### config.mk
export PLATFORM = sky130hd
export DESIGN_NAME = next_initiator_flat
export DESIGN_NICKNAME = d
export VERILOG_FILES = /design/src/rtl/next_if_pkg.sv /design/src/rtl/next_initiator_if.sv /design/src/rtl/next_res_fifo.sv /design/src/rtl/next_initiator.sv /design/src/flat_wrapper.sv
export SDC_FILE = /design/constraint.sdc
export NUM_CORES = 1
export LEC_CHECK = 0
export BUFFER_PORTS_ARGS = -buffer_cell sky130_fd_sc_hd__buf_2
export CORE_ASPECT_RATIO = 0.5
export CORE_MARGIN = 5
export CORE_UTILIZATION = 55
export CTS_CLUSTER_DIAMETER = 30
export DETAILED_ROUTE_END_ITERATION = 16
export MAX_ROUTING_LAYER = met4
export PLACE_DENSITY = 0.81
export SYNTH_ARGS = -nofsm -noshare
export SYNTH_HDL_FRONTEND = slang
export SYNTH_SLANG_ARGS = --single-unit
export TNS_END_PERCENT = 100
### constraint.sdc
create_clock -name CLK -period 6.3 [get_ports CLK]
set_input_delay 0.315 -clock CLK [delete_from_list [all_inputs] [get_ports CLK]]
set_output_delay 0.315 -clock CLK [all_outputs]
set_load 0.02 [all_outputs]
### src/rtl/next_if_pkg.sv
// Shared types and defaults for the next_initiator block.
//   state_e      : sequencing FSM states (IDLE/START/ISSUE/DRAIN)
//   res_entry_t  : one result-buffer entry {last, data}
//   *_DEF        : default widths/depth used by the modules' parameters
package next_if_pkg;

  localparam int DATA_W_DEF    = 32;
  localparam int CNT_W_DEF     = 8;
  localparam int RES_DEPTH_DEF = 2;

  typedef enum logic [1:0] {
    ST_IDLE  = 2'd0,
    ST_START = 2'd1,
    ST_ISSUE = 2'd2,
    ST_DRAIN = 2'd3
  } state_e;

  // Data field is DATA_W_DEF wide; the block is built at the default width.
  typedef struct packed {
    logic                  last;
    logic [DATA_W_DEF-1:0] data;
  } res_entry_t;

endpackage

### src/rtl/next_initiator_if.sv
// Bundle of all handshake/bus signals of next_initiator.
//   host command : cmd_valid/cmd_ready, cmd_count, cmd_k_base, cmd_k_step
//   responder    : EN_start/RDY_start, EN_next/RDY_next, next_k, next
//   result       : res_valid/res_ready, res_data, res_last
//   status       : busy, done
// modport master = the initiator, modport slave = host + responder + sink.
interface next_initiator_if #(
  parameter int DATA_W = 32,
  parameter int CNT_W  = 8
);
  logic              cmd_valid;
  logic              cmd_ready;
  logic [CNT_W-1:0]  cmd_count;
  logic [DATA_W-1:0] cmd_k_base;
  logic [DATA_W-1:0] cmd_k_step;

  logic              EN_start;
  logic              RDY_start;
  logic              EN_next;
  logic              RDY_next;
  logic [DATA_W-1:0] next_k;
  logic [DATA_W-1:0] next;

  logic              res_valid;
  logic              res_ready;
  logic [DATA_W-1:0] res_data;
  logic              res_last;

  logic              busy;
  logic              done;

  modport master (
    input  cmd_valid, cmd_count, cmd_k_base, cmd_k_step,
    output cmd_ready,
    output EN_start, input RDY_start,
    output EN_next,  input RDY_next,
    output next_k,   input next,
    output res_valid, res_data, res_last,
    input  res_ready,
    output busy, done
  );

  modport slave (
    output cmd_valid, cmd_count, cmd_k_base, cmd_k_step,
    input  cmd_ready,
    input  EN_start, output RDY_start,
    input  EN_next,  output RDY_next,
    input  next_k,   output next,
    input  res_valid, res_data, res_last,
    output res_ready,
    input  busy, done
  );
endinterface

### src/rtl/next_res_fifo.sv
// Result buffer: 2-entry first-word-fall-through FIFO.
//   CLK, RST   : clock, synchronous active-high reset (empties the FIFO)
//   push/push_data : write an entry (ignored when full)
//   pop        : drop the head entry (ignored when empty)
//   head       : current head entry, valid whenever !empty
//   full/empty : occupancy flags
module next_res_fifo
  import next_if_pkg::*;
#(
  parameter int DEPTH = RES_DEPTH_DEF
) (
  input  logic       CLK,
  input  logic       RST,
  input  logic       push,
  input  res_entry_t push_data,
  input  logic       pop,
  output res_entry_t head,
  output logic       full,
  output logic       empty
);

  localparam int CNT_BITS = $clog2(DEPTH + 1);

  // Single-bit pointers: storage is exactly two entries.
  res_entry_t          mem_q [2];
  res_entry_t          mem_d [2];
  logic                wr_ptr_q, wr_ptr_d;
  logic                rd_ptr_q, rd_ptr_d;
  logic [CNT_BITS-1:0] cnt_q, cnt_d;
  logic                push_ok, pop_ok;

  assign empty   = (cnt_q == '0);
  assign full    = (cnt_q == CNT_BITS'(DEPTH));
  assign push_ok = push & ~full;
  assign pop_ok  = pop & ~empty;
  assign head    = mem_q[rd_ptr_q];

  always_comb begin
    mem_d    = mem_q;
    wr_ptr_d = wr_ptr_q;
    rd_ptr_d = rd_ptr_q;
    cnt_d    = cnt_q;
    if (push_ok) begin
      mem_d[wr_ptr_q] = push_data;
      wr_ptr_d        = ~wr_ptr_q;
    end
    if (pop_ok) rd_ptr_d = ~rd_ptr_q;
    // Simultaneous push and pop leaves occupancy unchanged.
    case ({push_ok, pop_ok})
      2'b10:   cnt_d = cnt_q + CNT_BITS'(1);
      2'b01:   cnt_d = cnt_q - CNT_BITS'(1);
      default: cnt_d = cnt_q;
    endcase
  end

  always_ff @(posedge CLK) begin
    if (RST) begin
      mem_q    <= '{default: '0};
      wr_ptr_q <= 1'b0;
      rd_ptr_q <= 1'b0;
      cnt_q    <= '0;
    end else begin
      mem_q    <= mem_d;
      wr_ptr_q <= wr_ptr_d;
      rd_ptr_q <= rd_ptr_d;
      cnt_q    <= cnt_d;
    end
  end

endmodule

### src/rtl/next_initiator.sv
// Initiator that issues one start call followed by cmd_count next calls to a
// responder, with k = base, base+step, base+2*step, ... and streams the
// returned values out through a 2-entry result buffer.
//   CLK  : sole clock, rising edge
//   RST  : synchronous active-high reset; aborts any operation in progress
//   bus  : next_initiator_if.master (command, responder, result, status)
module next_initiator
  import next_if_pkg::*;
#(
  parameter int DATA_W    = DATA_W_DEF,
  parameter int CNT_W     = CNT_W_DEF,
  parameter int RES_DEPTH = RES_DEPTH_DEF
) (
  input logic               CLK,
  input logic               RST,
  next_initiator_if.master  bus
);

  state_e            state_q, state_d;
  logic [CNT_W-1:0]  rem_q, rem_d;
  logic [DATA_W-1:0] k_q, k_d;
  logic [DATA_W-1:0] step_q, step_d;

  logic       cmd_ready_c, en_start_c, en_next_c, done_c;
  logic       fifo_full, fifo_empty, push, pop;
  res_entry_t push_entry, head;

  next_res_fifo #(.DEPTH(RES_DEPTH)) u_res_fifo (
    .CLK       (CLK),
    .RST       (RST),
    .push      (push),
    .push_data (push_entry),
    .pop       (pop),
    .head      (head),
    .full      (fifo_full),
    .empty     (fifo_empty)
  );

  always_comb begin
    state_d     = state_q;
    rem_d       = rem_q;
    k_d         = k_q;
    step_d      = step_q;
    cmd_ready_c = 1'b0;
    en_start_c  = 1'b0;
    en_next_c   = 1'b0;
    done_c      = 1'b0;
    case (state_q)
      ST_IDLE: begin
        cmd_ready_c = 1'b1;
        if (bus.cmd_valid) begin
          rem_d   = bus.cmd_count;
          k_d     = bus.cmd_k_base;
          step_d  = bus.cmd_k_step;
          state_d = ST_START;
        end
      end
      ST_START: begin
        en_start_c = bus.RDY_start;
        if (bus.RDY_start) state_d = (rem_q == '0) ? ST_DRAIN : ST_ISSUE;
      end
      ST_ISSUE: begin
        // Only call when the returned value has somewhere to land.
        if (bus.RDY_next && (rem_q != '0) && !fifo_full) begin
          en_next_c = 1'b1;
          k_d       = k_q + step_q;  // running k, wraps silently
          rem_d     = rem_q - CNT_W'(1);
          if (rem_q == CNT_W'(1)) state_d = ST_DRAIN;
        end
      end
      ST_DRAIN: begin
        if (fifo_empty) begin
          done_c  = 1'b1;
          state_d = ST_IDLE;
        end
      end
      default: state_d = ST_IDLE;
    endcase
  end

  always_ff @(posedge CLK) begin
    if (RST) begin
      state_q <= ST_IDLE;
      rem_q   <= '0;
      k_q     <= '0;
      step_q  <= '0;
    end else begin
      state_q <= state_d;
      rem_q   <= rem_d;
      k_q     <= k_d;
      step_q  <= step_d;
    end
  end

  // Responder returns next in the same cycle as the call.
  assign push            = en_next_c & ~RST;
  assign push_entry.last = (rem_q == CNT_W'(1));
  assign push_entry.data = bus.next;
  assign pop             = bus.res_valid & bus.res_ready;

  // Outputs are masked while RST is high so nothing fires in the reset cycle,
  // even though the registered state only clears on the following edge.
  assign bus.cmd_ready = cmd_ready_c & ~RST;
  assign bus.EN_start  = en_start_c & ~RST;
  assign bus.EN_next   = en_next_c & ~RST;
  assign bus.next_k    = RST ? '0 : k_q;
  assign bus.res_valid = ~fifo_empty & ~RST;
  assign bus.res_data  = RST ? '0 : head.data;
  assign bus.res_last  = head.last & ~fifo_empty & ~RST;
  assign bus.busy      = (state_q != ST_IDLE) & ~RST;
  assign bus.done      = done_c & ~RST;

endmodule

### src/flat_wrapper.sv
// flat-port wrapper written by rule: the top's interface ports become plain ports
module next_initiator_flat import next_if_pkg::*;
#(
  parameter int DATA_W    = DATA_W_DEF,
  parameter int CNT_W     = CNT_W_DEF,
  parameter int RES_DEPTH = RES_DEPTH_DEF
)
  (CLK, RST, bus_cmd_valid, bus_cmd_count, bus_cmd_k_base, bus_cmd_k_step, bus_cmd_ready, bus_EN_start, bus_RDY_start, bus_EN_next, bus_RDY_next, bus_next_k, bus_next, bus_res_valid, bus_res_data, bus_res_last, bus_res_ready, bus_busy, bus_done);
  next_initiator_if #(.DATA_W(DATA_W), .CNT_W(CNT_W)) bus_i ();
  input logic CLK;
  input logic RST;
  input wire logic [$bits(bus_i.cmd_valid)-1:0] bus_cmd_valid;
  input wire logic [$bits(bus_i.cmd_count)-1:0] bus_cmd_count;
  input wire logic [$bits(bus_i.cmd_k_base)-1:0] bus_cmd_k_base;
  input wire logic [$bits(bus_i.cmd_k_step)-1:0] bus_cmd_k_step;
  output wire logic [$bits(bus_i.cmd_ready)-1:0] bus_cmd_ready;
  output wire logic [$bits(bus_i.EN_start)-1:0] bus_EN_start;
  input wire logic [$bits(bus_i.RDY_start)-1:0] bus_RDY_start;
  output wire logic [$bits(bus_i.EN_next)-1:0] bus_EN_next;
  input wire logic [$bits(bus_i.RDY_next)-1:0] bus_RDY_next;
  output wire logic [$bits(bus_i.next_k)-1:0] bus_next_k;
  input wire logic [$bits(bus_i.next)-1:0] bus_next;
  output wire logic [$bits(bus_i.res_valid)-1:0] bus_res_valid;
  output wire logic [$bits(bus_i.res_data)-1:0] bus_res_data;
  output wire logic [$bits(bus_i.res_last)-1:0] bus_res_last;
  input wire logic [$bits(bus_i.res_ready)-1:0] bus_res_ready;
  output wire logic [$bits(bus_i.busy)-1:0] bus_busy;
  output wire logic [$bits(bus_i.done)-1:0] bus_done;
  assign bus_i.cmd_valid = bus_cmd_valid;
  assign bus_i.cmd_count = bus_cmd_count;
  assign bus_i.cmd_k_base = bus_cmd_k_base;
  assign bus_i.cmd_k_step = bus_cmd_k_step;
  assign bus_cmd_ready = bus_i.cmd_ready;
  assign bus_EN_start = bus_i.EN_start;
  assign bus_i.RDY_start = bus_RDY_start;
  assign bus_EN_next = bus_i.EN_next;
  assign bus_i.RDY_next = bus_RDY_next;
  assign bus_next_k = bus_i.next_k;
  assign bus_i.next = bus_next;
  assign bus_res_valid = bus_i.res_valid;
  assign bus_res_data = bus_i.res_data;
  assign bus_res_last = bus_i.res_last;
  assign bus_i.res_ready = bus_res_ready;
  assign bus_busy = bus_i.busy;
  assign bus_done = bus_i.done;
  next_initiator #(.DATA_W(DATA_W), .CNT_W(CNT_W), .RES_DEPTH(RES_DEPTH)) u_core (.CLK(CLK), .RST(RST), .bus(bus_i));
endmodule
* Word-level counts from Yosys, hierarchy flattened
Index checks and enable logic that the tools add are counted.
Storage, ports and cells: memories kept 0, logic and storage cells 90, bits in read-only memories 0, output and inout bits 71, register bits 144, input bits 110, latch bits 0, memory bits (writable) 0
Operators by class: order comparisons 3, muxes and demuxes 28, multipliers 0, reductions and logical operators 14, bitwise gates (word level) 18, add/subtract/negate cells 4, divide/modulo/power cells 0, equality and inequality tests 12, shifts and indexed selects 0
Operators by type and width (count):
- two-way mux 33 bit | 4
- two-way mux 32 bit | 4
- bitwise mux 66 bit | 1
- case mux 32 bit (2 select lines) | 1
- demux 33 bit (select 1 bit) | 1
- adder 32 bit | 1
- two-way mux 8 bit | 2
- case mux 8 bit (2 select lines) | 1
- AND 1 bit | 11
- two-way mux 2 bit | 5
- equality test 2 bit (second input constant) | 4
- equality test 8 x 1 -> 1 bit (second input constant) | 1
- zero test 8 bit | 1
- case mux 2 bit (4 select lines) | 1
- nonzero test 8 bit | 1
- subtractor 8 x 1 -> 8 bit (second input constant) | 1
- two-way mux 1 bit | 7
- inequality test 2 bit (second input constant) | 3
- nonzero test 2 bit | 3
- inverter 1 bit | 5
- AND reduction 5 bit | 1
- equality test 2 x 1 -> 1 bit (second input constant) | 2
- >= comparator 2 bit (second input constant) | 2
- zero test 2 bit | 2
- 10 further kinds | 14

* Depth between registers and ports, before layout
depth in word-level cells 9, gate-level depth with buffers 12, gate-level depth less buffers 11

* By module
A second synthesis with hierarchy kept.
Unflattened totals: cell total of the unflattened synthesis 984, area total of the unflattened synthesis 8313.0 µm²
Modules (own cells, without submodules):
- next_initiator | seq. area each 1481.4 µm², instances 1, area an instance 4958.5 µm², cells an instance 634
- next_res_fifo | seq. area each 1401.3 µm², instances 1, area an instance 3354.5 µm², cells an instance 350

* Least setup slack after synthesis
No wires, ideal clock.
kind reg2reg, start point register u_core.rem_q[0], end point register u_core.u_res_fifo.mem_q[34] (netlist bit), cell stages (with the launch flop) 13, path buffers 2, setup slack 3.663 ns, library setup time 0.074 ns, arrival time 2.563 ns, data required time 6.226 ns, clock period less this slack 2.637 ns, cells stage by stage dfxtp_1 > inv_1 > ha_1 > or3b_2 > nor2_1 > or2_2 > nor3_2 > inv_1 > nor2_1 > clkbuf_1 > buf_1 > nand2_1 > o21ai_0
Between the ends: word-level cells in the longest chain between the ends 7
Ends and longest elaborated chain:
- from (decl) | line next_initiator.sv:20 | logic [CNT_W-1:0] rem_q, rem_d;
- from (signal assigned) | line next_initiator.sv:89 | rem_q <= rem_d;
- nonzero test 8 bit | line next_initiator.sv:64 | if (bus.RDY_next && (rem_q != '0) && !fifo_full) begin
- logical AND 1 bit (2 in series) | line next_initiator.sv:64
- two-way mux 1 bit | line next_initiator.sv:64
- two-way mux 1 bit | line next_initiator.sv:48 | case (state_q)
- AND 1 bit
- named net bus_EN_next | line flat_wrapper.sv:19 | output wire logic [$bits(bus_i.EN_next)-1:0] bus_EN_next;
- AND 1 bit | line next_res_fifo.sv:34 | assign push_ok = push & ~full;
- to (signal assigned) | line next_res_fifo.sv:63 | mem_q <= mem_d;
- to (decl) | line next_res_fifo.sv:25 | res_entry_t mem_q [2];
The timed path passes the listed nets, and every way through them passes these cells. A chain may end at the register's enable or synchronous reset.

* Final worst setup path
start point register u_core.state_q[0], end point register u_core.u_res_fifo.mem_q[63] (netlist bit)
Between the ends: word-level cells in the longest chain between the ends 4
Ends and longest elaborated chain:
- from (decl) | line next_initiator.sv:19 | state_e state_q, state_d;
- from (signal assigned) | line next_initiator.sv:88 | state_q <= state_d;
- equality test 2 bit | line next_initiator.sv:48
- two-way mux 1 bit | line next_initiator.sv:48
- AND 1 bit | line next_initiator.sv:96 | assign push = en_next_c & ~RST;
- AND 1 bit | line next_res_fifo.sv:34
No other way between the ends.

==> results by group <==
Worst setup path
  • Setup crit end kind: flop
  • Crit path max fanout: 65
  • Buf/Inv on CP: 3
  • Crit-path cells: inv_1, ha_2, clkinv_1, nor3_2, inv_1, nor2_4, o21ai_0
  • Family with the most delay on the worst path: simple AND/OR/NAND/NOR gates
  • Worst path max stage delay: 920 ps
  • Startpoint types: flop
  • Data arrival, critical path: 3700 ps
  • Worst path slowest cell: nor2_4
  • Critical path class: reg2reg
  • Cell mode on critical path: inv_1
  • Crit path required time: 6540 ps

Floorplanning
  • Die Ht: 95.54 µm
  • Starting Density: 0.5593
  • Cell Rows: 31
  • DIE AREA: 0.01730 mm²
  • Die X: 181.1 µm
  • Ports: 181
  • Core footprint: 0.01439 mm²

Synth
  • Async S/R FF share, synth: 0
  • Synth Instances: 1,042
  • Number of synthesis warnings: 0
  • Share of the synthesized area in the top cell type: 0.3582
  • Main synth FF type: dfxtp_1
  • Top cells by area, synth: dfxtp_1 (36%), nand2_1 (9.5%), ha_1 (5.9%)
  • Seq cells post-synth: 144
  • Post-synth top area cell: dfxtp_1
  • Register area share after synthesis: 0.3582
  • Post-synth EDFFs: 0
  • Mean Syn Cell Area: 7.723 µm²
  • Syn Nets: 1,191
  • Distinct cell type count after synthesis: 59
  • Mapped Area: 0.008048 mm²

Routing
  • Vias per cell: 5.518
  • First-pass DRT Iterations: 5
  • Starting DRC count in detailed routing: 474
  • Vias: 7,648
  • Final wirelength: 20.84 mm
  • Routed Antenna Nets: 0
  • Post-detailed-route wirelength per cell: 15.03 µm
  • Residual DRC: 0

GRT
  • Vias in the first global route: 7,274
  • Initial antenna violation count: 0
  • Largest net degree at the start of global routing: 152
  • First-pass GRT wire length: 33.91 mm
  • Global-route usage over all layers: 0.2401
  • GR Overflow Total: 0

Clocking
  • CTS hold repair buffers: 0
  • Post-CTS setup repair buffer count: 0
  • PostCTS Resize Cnt: 0
  • Clock sink count: 144
  • CTS Buf Count: 17
  • Bufs on Longest Clock Path: 2
  • Worst-Skew Late Latency: 420 ps
  • Root Buffer: clkbuf_16
  • Clock transition at path regs: 70 ps
  • CTS H-tree lvls: 4
  • CTS tree: built

STA
  • Count of final setup violators: 0
  • FMAX: 0.2890 GHz
  • Final setup TNS: 0 ps
  • Final Skew: 8.560 ps
  • Slew Limit Fails: 0
  • Worst Max-Slew Pin Slew: 1218 ps
  • Min Clock Period, post-route: 3460 ps
  • Slew headroom: 0.1858
  • Tcrit/Tclk final: 0.5493
  • RSZ-0062 raised after global routing: no
  • Hold Vio Cnt, Final: 0

Layout
  • Core Util, Final: 0.6669
  • Area grow syn2layout: 19.25%
  • Fraction of layout cells with a size suffix above 1: 0.1944
  • Fill count: 1,266
  • Fin area: 0.009597 mm²
  • Antenna cells: 0
  • Final nets: 1,324

Hold path
  • Hold Crit Class: in2reg

Place
  • DP HPWL: 13.91 mm
  • PortBufs: 180
  • Dpl cell area: 0.009000 mm²
  • RD Place Congestion: 0.8603

Outcome
  • Status: finished, final reports clean

Power and ir drop
  • Worst VDD drop: 0.2119 mV
  • Pwr dens: 397.8 mW/mm²
  • Total chip power: 3.817 mW
  • Leakage Power: 4.237 nW

Job
  • Max-cap check violation count: 0
synth_stat cells, drive strengths merged, types with 3 or more instances:
master / count
o31ai: 4
o211ai: 6
nand4: 5
mux2i: 43
a211oi: 32
nand2b: 35
or3: 4
nand3b: 34
and3: 13
o22ai: 9
ha: 38
a21oi: 95
clkbuf: 70
and2: 4
dfxtp: 144
nor3: 8
a21o: 19
nor2: 83
o21bai: 3
nor2b: 33
inv: 16
nand3: 9
o21ai: 64
nand2: 203
xor2: 12
xnor2: 19
sequential cells by signal (all words and copies together) (netlist names):
register and flops:
u_core.u_res_fifo.mem_q 66, u_core.k_q 32, u_core.step_q 32, u_core.rem_q 8, u_core.state_q 2, u_core.u_res_fifo.cnt_q 2, u_core.u_res_fifo.rd_ptr_q 1, u_core.u_res_fifo.wr_ptr_q 1
metal layers:
layer | track usage | vias to the layer above | routed length (µm)
met5 | - | - | 0
met4 | 0.06866 | 0 | 370
met3 | 0.04497 | 35 | 912
met2 | 0.4111 | 200 | 9931
met1 | 0.2952 | 3554 | 9622
li1 | - | 3859 | -
worst reg2reg max path: cells and delay by family (launching register included):
| kind | cells | cell delay, ps |
|---|---|---|
| simple gates | 2 | 1300 |
| fa+ha+maj | 1 | 800 |
| buf+inv | 3 | 550 |
| flops | 1 | 340 |
| compound gates | 1 | 290 |
final timing paths:
check,startpoint,endpoint,slack (ps),depth (start not counted)
worst max-delay path,u_core.state_q[0],u_core.u_res_fifo.mem_q[63],2840,7
worst min-delay path,bus_next[15],u_core.u_res_fifo.mem_q[15],90,3
worst max register to register,u_core.state_q[0],u_core.u_res_fifo.mem_q[63],2840,7
worst min register to register,u_core.step_q[19],u_core.step_q[19],460,2
per-stage QoR:
step / worst slack, ps / hold slack (ps) / std cells
2_1_floorplan: 3663 / 414.0 / 1042
3_3_place_gp: 3090 / 453.2 / 1354
3_5_place_dp: 2826 / 456.7 / 1354
4_1_cts: 2813 / 83.22 / 1386
5_1_grt: 2440 / 91.28 / 1386
6_report: 2840 / 94.27 / 1386
layout make-up:
class | count | area [µm²] | area share
repair buffers | 186 | 952.2 | 0.09922
multi-input cells | 809 | 4852 | 0.5056
clock inverters | 15 | 171.4 | 0.01786
inverters | 17 | 63.81 | 0.006649
flip-flops and latches | 144 | 2884 | 0.3005
clock buffers | 17 | 425.4 | 0.04433
well taps | 198 | 247.7 | 0.02581
cell usage in the layout, fill, tap and decap left out, drive strengths merged, types with 3 or more instances in the layout:
cell	n
xor2	12
nor2	83
xnor2	19
o21bai	3
a211oi	32
o21ai	64
clkbuf	17
inv	23
dfxtp	144
and2	4
a21o	19
o22ai	9
nand3	9
nand2b	35
nand3b	34
o31ai	4
or3	4
and3	13
nand2	203
a21oi	95
mux2i	43
buf	186
nor2b	33
nand4	5
ha	38
clkinv	7
o211ai	6
nor3	8
report_power, final:
| part | total, mW | switching [mW] | internal (mW) | leakage, nW |
|---|---|---|---|---|
| Clock | 1.01 | 0.448 | 0.565 | 0.289 |
| Combinational | 1.58 | 0.978 | 0.604 | 2.77 |
| Sequential | 1.22 | 0.139 | 1.08 | 1.17 |
| Total | 3.82 | 1.56 | 2.25 | 4.24 |
kinds of logic after synthesis:
family	share of synthesized area
buffers and inverters	0.04151
muxes	0.05348
adders and majority gates	0.06157
and+or+nand+nor	0.2640
DFF	0.3582
xor gates and xnor gates	0.03374
AOI/OAI and AO/OA	0.1875
No activity file was read; power rests on OpenSTA's default activity.
